==> src/rtl/priority_encoder_rr.sv <==
// N-input request arbiter: fixed-priority or round-robin winner selection with a
// registered, sticky grant that is held until the consumer acks it.
module priority_encoder_rr #(
  parameter int N = 8
) (
  input  logic                 clk,
  input  logic                 rst_n,
  input  logic                 en,
  input  logic                 mode,
  input  logic [N-1:0]         req,
  input  logic                 ack,
  output logic [$clog2(N)-1:0] out,
  output logic [N-1:0]         grant,
  output logic                 valid
);

  localparam int OUT_W = $clog2(N);
  localparam logic [OUT_W-1:0] LAST = OUT_W'(N - 1);

  typedef enum logic {IDLE = 1'b0, HOLD = 1'b1} state_t;

  state_t           state_q, state_d;
  logic [OUT_W-1:0] out_q, out_d;
  logic [OUT_W-1:0] ptr_q, ptr_d;
  logic             mode_q, mode_d;   // mode the held grant was captured in
  logic [N-1:0]     grant_q, grant_d;

  logic             capture;
  logic [OUT_W-1:0] start;
  logic [OUT_W-1:0] win;
  logic             found;
  logic [OUT_W-1:0] idx_w;
  int               idx;

  // An ack of an RR-captured grant moves ptr; a same-edge capture must see the new value.
  always_comb begin
    ptr_d = ptr_q;
    if (state_q == HOLD && ack && mode_q)
      ptr_d = (out_q == '0) ? LAST : out_q - OUT_W'(1);
  end

  assign start   = mode ? ptr_d : LAST;
  assign capture = en && (|req) && (state_q == IDLE || ack);

  // Downward scan from start, wrapping modulo N (valid for non-power-of-2 N).
  always_comb begin
    found = 1'b0;
    win   = '0;
    idx   = 0;
    idx_w = '0;
    for (int k = 0; k < N; k++) begin
      idx = int'(start) - k;
      if (idx < 0) idx = idx + N;
      idx_w = OUT_W'(idx);
      if (!found && req[idx_w]) begin
        found = 1'b1;
        win   = idx_w;
      end
    end
  end

  always_comb begin
    state_d = state_q;
    out_d   = out_q;
    mode_d  = mode_q;
    case (state_q)
      IDLE: begin
        if (capture) begin
          state_d = HOLD;
          out_d   = win;
          mode_d  = mode;
        end
      end
      HOLD: begin
        if (ack) begin
          if (capture) begin
            out_d  = win;
            mode_d = mode;
          end else begin
            state_d = IDLE;
            out_d   = '0;
          end
        end
      end
      default: begin
        state_d = IDLE;
        out_d   = '0;
      end
    endcase
  end

  for (genvar i = 0; i < N; i++) begin : g_lane
    assign grant_d[i] = (state_d == HOLD) && (out_d == OUT_W'(i));
  end

  always_ff @(posedge clk or negedge rst_n) begin
    if (!rst_n) begin
      state_q <= IDLE;
      out_q   <= '0;
      ptr_q   <= LAST;
      mode_q  <= 1'b0;
      grant_q <= '0;
    end else begin
      state_q <= state_d;
      out_q   <= out_d;
      ptr_q   <= ptr_d;
      mode_q  <= mode_d;
      grant_q <= grant_d;
    end
  end

  assign out   = out_q;
  assign grant = grant_q;
  assign valid = (state_q == HOLD);

endmodule

==> config.mk <==
export PLATFORM = sky130hd
export DESIGN_NAME = priority_encoder_rr
export DESIGN_NICKNAME = d
export VERILOG_FILES = /design/src/rtl/priority_encoder_rr.sv
export SDC_FILE = /design/constraint.sdc
export NUM_CORES = 1
export LEC_CHECK = 0
export ABC_CLOCK_PERIOD_IN_PS = 3800
export CAP_MARGIN = 5
export CORE_UTILIZATION = 30
export CTS_BUF_LIST = sky130_fd_sc_hd__clkbuf_8
export DETAILED_ROUTE_END_ITERATION = 6
export SYNTH_ARGS = -nofsm -noshare
export SYNTH_HDL_FRONTEND = slang
export SYNTH_SLANG_ARGS = --single-unit
==> constraint.sdc <==
create_clock -name clk -period 3.8 [get_ports clk]
set_input_delay 0.76 -clock clk [delete_from_list [all_inputs] [get_ports clk]]
set_output_delay 0.76 -clock clk [all_outputs]
set_load 0.005 [all_outputs]
==> results list <==
- Result of the run: completed
* Remaining routing DRC violations: 0
- After detailed routing, the average wire length per cell comes to 15.9 um.
- Setup violations remaining at the end of the flow were counted as 0.
* Most frequently used flop master after synthesis: dfrtp_1
- Across all register-to-register paths, the minimum setup slack is 0.23 ns.
- At the later pin of the worst-skew pair, clock insertion delay measures 0.24 ns.
- Number of storage elements in the synthesis netlist: 16
- Fraction of synthesized cell area taken by the top area cell type: 0.187
* Starting density of the core: 0.315
* Total via count in the routed design: 1874
* Total Power: 1.82 mW
* Number of placed instances, taps included: 333
- After detailed routing, the number of vias per cell comes to 5.46.
* Type of the tightest min-delay check: flip-flop to flip-flop
* TNS Setup: 0 ns
- The routed design has 5.46 mm of wire.
- Count of flip-flops with a built-in enable after synthesis: 0
* Leak: 1.14 nW
- Worst slew margin relative to its limit: 0.521
* Port Buffer Count: 24
* Util after Layout: 0.474
* Max FO, Critical Path: 8
* Cells after Synth: 188
- Summed over all nets, the half-perimeter wirelength after detailed placement is 4.21 mm.
- Clock-pin slew was measured on the worst setup and hold paths at 0.06 ns.
- Cell Count, Final, Fillers Out: 343
- Buffer type at the clock tree root: clkbuf_8
- In this run the number of H-tree levels came out at 1.
- Data on the critical path is required at its endpoint by 3.97 ns.
- Crit path arrival time: 3.74 ns
* Category of the worst setup path capture point: flip-flop
* I/O pin count: 25
* Shortest clock period the worst path allows after layout: 3.57 ns
- Actual slew at the worst max-slew pin: 0.716 ns
* Number of inserted diodes: 0
- Wire length of the first global-routing pass: 8.78 mm
* Achievable Freq: 280 MHz
* Power per Cell Area: 694 mW/mm^2
- Pins Over Slew Limit: 0
* Standard-cell row count: 27
* Cell types with the largest area share after synthesis: dfrtp_1, mux2i_1, mux4_2
- After synthesis, the share of flip-flops with an asynchronous set or reset is 1.00.
- TritonCTS built the clock tree.
- Leaving out fill and tap cells, the most frequent cells in the layout are buf_4, clkdlybuf4s50_1, nand2_1.
* Max cap viols: 0
- The worst setup path is launched from a flip-flop.
- Prior to clock tree synthesis, the placed netlist has a worst setup slack of -0.432 ns.
* Residual antenna-violating net count after detailed routing: 0
* Post-synthesis net count: 205
- Entering global routing, the biggest net connects 17 pins.
- Setup repair after global routing missed its margin: false
* Number of hold violations in the final report: 0
* Most frequent standard cell in the layout excluding fill and tap cells: buf_4
* Leading area contributor after synthesis: dfrtp_1
* Width of the chip: 78.3 um
* Largest buffer count on any clock path: 2
* Layout-stage area growth over the synthesis result: 50.5%
- Before antenna repair, the detailed router went through 4 iterations.
- The via count of the first global-routing pass is 1763.
* Fin Hold WS: 0.506 ns
- Across all setup checks in the final design, the least slack found is 0.228 ns.
* Ratio of cells with drive above 1 in the final layout: 0.406
* Count of distinct cell types in the synthesized netlist: 56
- # hold bufs at CTS: 0
- NumNets Final: 289
- Across the VDD grid, the largest voltage drop is 0.000413 V.
* Number of design-rule violations left by the first detailed-router iteration: 186
- Mean cell area of the mapped netlist: 9.28 sq um
- The region available for standard cell placement spans 0.00554 sq mm.
* Placed standard-cell area: 0.00245 sq mm
* Period utilisation layout: 0.940
* Sink count of the clock tree: 16
- Ys Warns: 0
- On the final layout, the worst clock skew is 0.00219 ns.
- In this run the vertical extent of the chip is 78.3 um.
- GR Util All Layers: 0.180
- Critical path class: flip-flop to flip-flop
- Final weighted congestion of routability-driven global placement: 0.943
* Grt ovf: 0
- Netlist area before placement: 0.00174 sq mm
- Number of antenna violations at the first check in global routing: 0
* Total clock buffers created by CTS: 3
* Die Outline Area: 0.00612 sq mm
- Once layout is done, the placed cells without fillers occupy 0.00263 sq mm.
- Sequential area share after synthesis: 0.232
-- path summary, 6_finish.rpt --
kind                                from       end  cells after the start
max in group asynchronous          rst_n    mode_q                      1
worst max register to register    out[1]  grant[7]                     14
worst max-delay path              out[1]  grant[7]                     14
min in group asynchronous          rst_n  grant[5]                      1
worst min-delay path            ptr_q[2]  ptr_q[2]                      2
worst min register to register  ptr_q[2]  ptr_q[2]                      2
-- synthesized netlist by cell type, drive strengths merged (2+ instances only) --
cell     n
mux4     5
o22ai    3
dfrtp   13
nand2   15
xor2     2
nor2b    4
a22oi    2
xnor2    5
a221oi   2
a21o     2
and2     2
mux2    12
nor3b    5
nor2    10
buf      4
inv      7
nand4b   3
nand2b   3
mux2i   14
a21oi   11
nand3b   5
clkbuf   2
o21ai    9
nor3     6
or4      3
o22a     3
o211ai   3
nor4     2
a211oi   5
dfstp    3
a31oi    3
and3     2
ha       4
nand3    3
-- report_power, final --
group | internal [mW] | total, mW | switching, mW
Clock | 0.0917 | 0.146 | 0.0541
Sequential | 0.238 | 0.277 | 0.0396
Combinational | 0.731 | 1.40 | 0.668
-- timing repair --
item	in CTS	in global routing
buffers inserted	0	6
pin swaps	1	12
resized for setup	11	9
endpoints found under the setup margin	9	8
gates cloned	0	0
-- state kept, by name, indices dropped and copies added (netlist names) --
| name | flops |
|---|---|
| ptr_q | 3 |
| grant | 8 |
| valid | 1 |
| out | 3 |
| mode_q | 1 |
-- cell type report --
| type | count | area [sq um] |
|---|---|---|
| timing repair buffer | 85 | 707 |
| tap | 72 | 90.1 |
| sequential | 16 | 404 |
| inverter | 8 | 45.0 |
| fill | 541 | 2920 |
| clock buffer | 4 | 55.1 |
| multi-input combinational | 158 | 1320 |
-- metal layers --
metal  GRT usage  up-vias  wire length, um  share of wire
li1            -      890                -              -
met1       0.241      919             2490           0.46
met2       0.304       59             2630           0.48
met3      0.0209        6              281          0.051
met4      0.0500        0               56          0.010
met5           0        -                0              0
-- worst max-delay path, cell delays in order, from the launching register on --
cell,delay (ns)
dfrtp_1,0.38
inv_1,0.05
ha_1,0.17
ha_1,0.23
nand3b_1,0.18
mux2_4,0.32
clkinv_8,0.08
buf_4,0.11
mux2_2,0.33
mux4_2,0.56
a31oi_1,0.19
a31oi_1,0.11
o211a_2,0.15
or3b_4,0.41
nor3b_2,0.20
-- logic make-up (layout without fill, tap and decap cells) --
| kind of cell | Yosys count | in the layout | share of synthesized area |
|---|---|---|---|
| AOI/OAI and AO/OA | 51 | 51 | 0.209 |
| buffers and inverters | 14 | 97 | 0.0524 |
| and+or+nand+nor | 65 | 65 | 0.214 |
| muxes | 31 | 31 | 0.229 |
| xor gates and xnor gates | 7 | 7 | 0.0352 |
| adders and majority gates | 4 | 4 | 0.0287 |
| DFF | 16 | 16 | 0.232 |
Power figures use the tool's default switching activity.
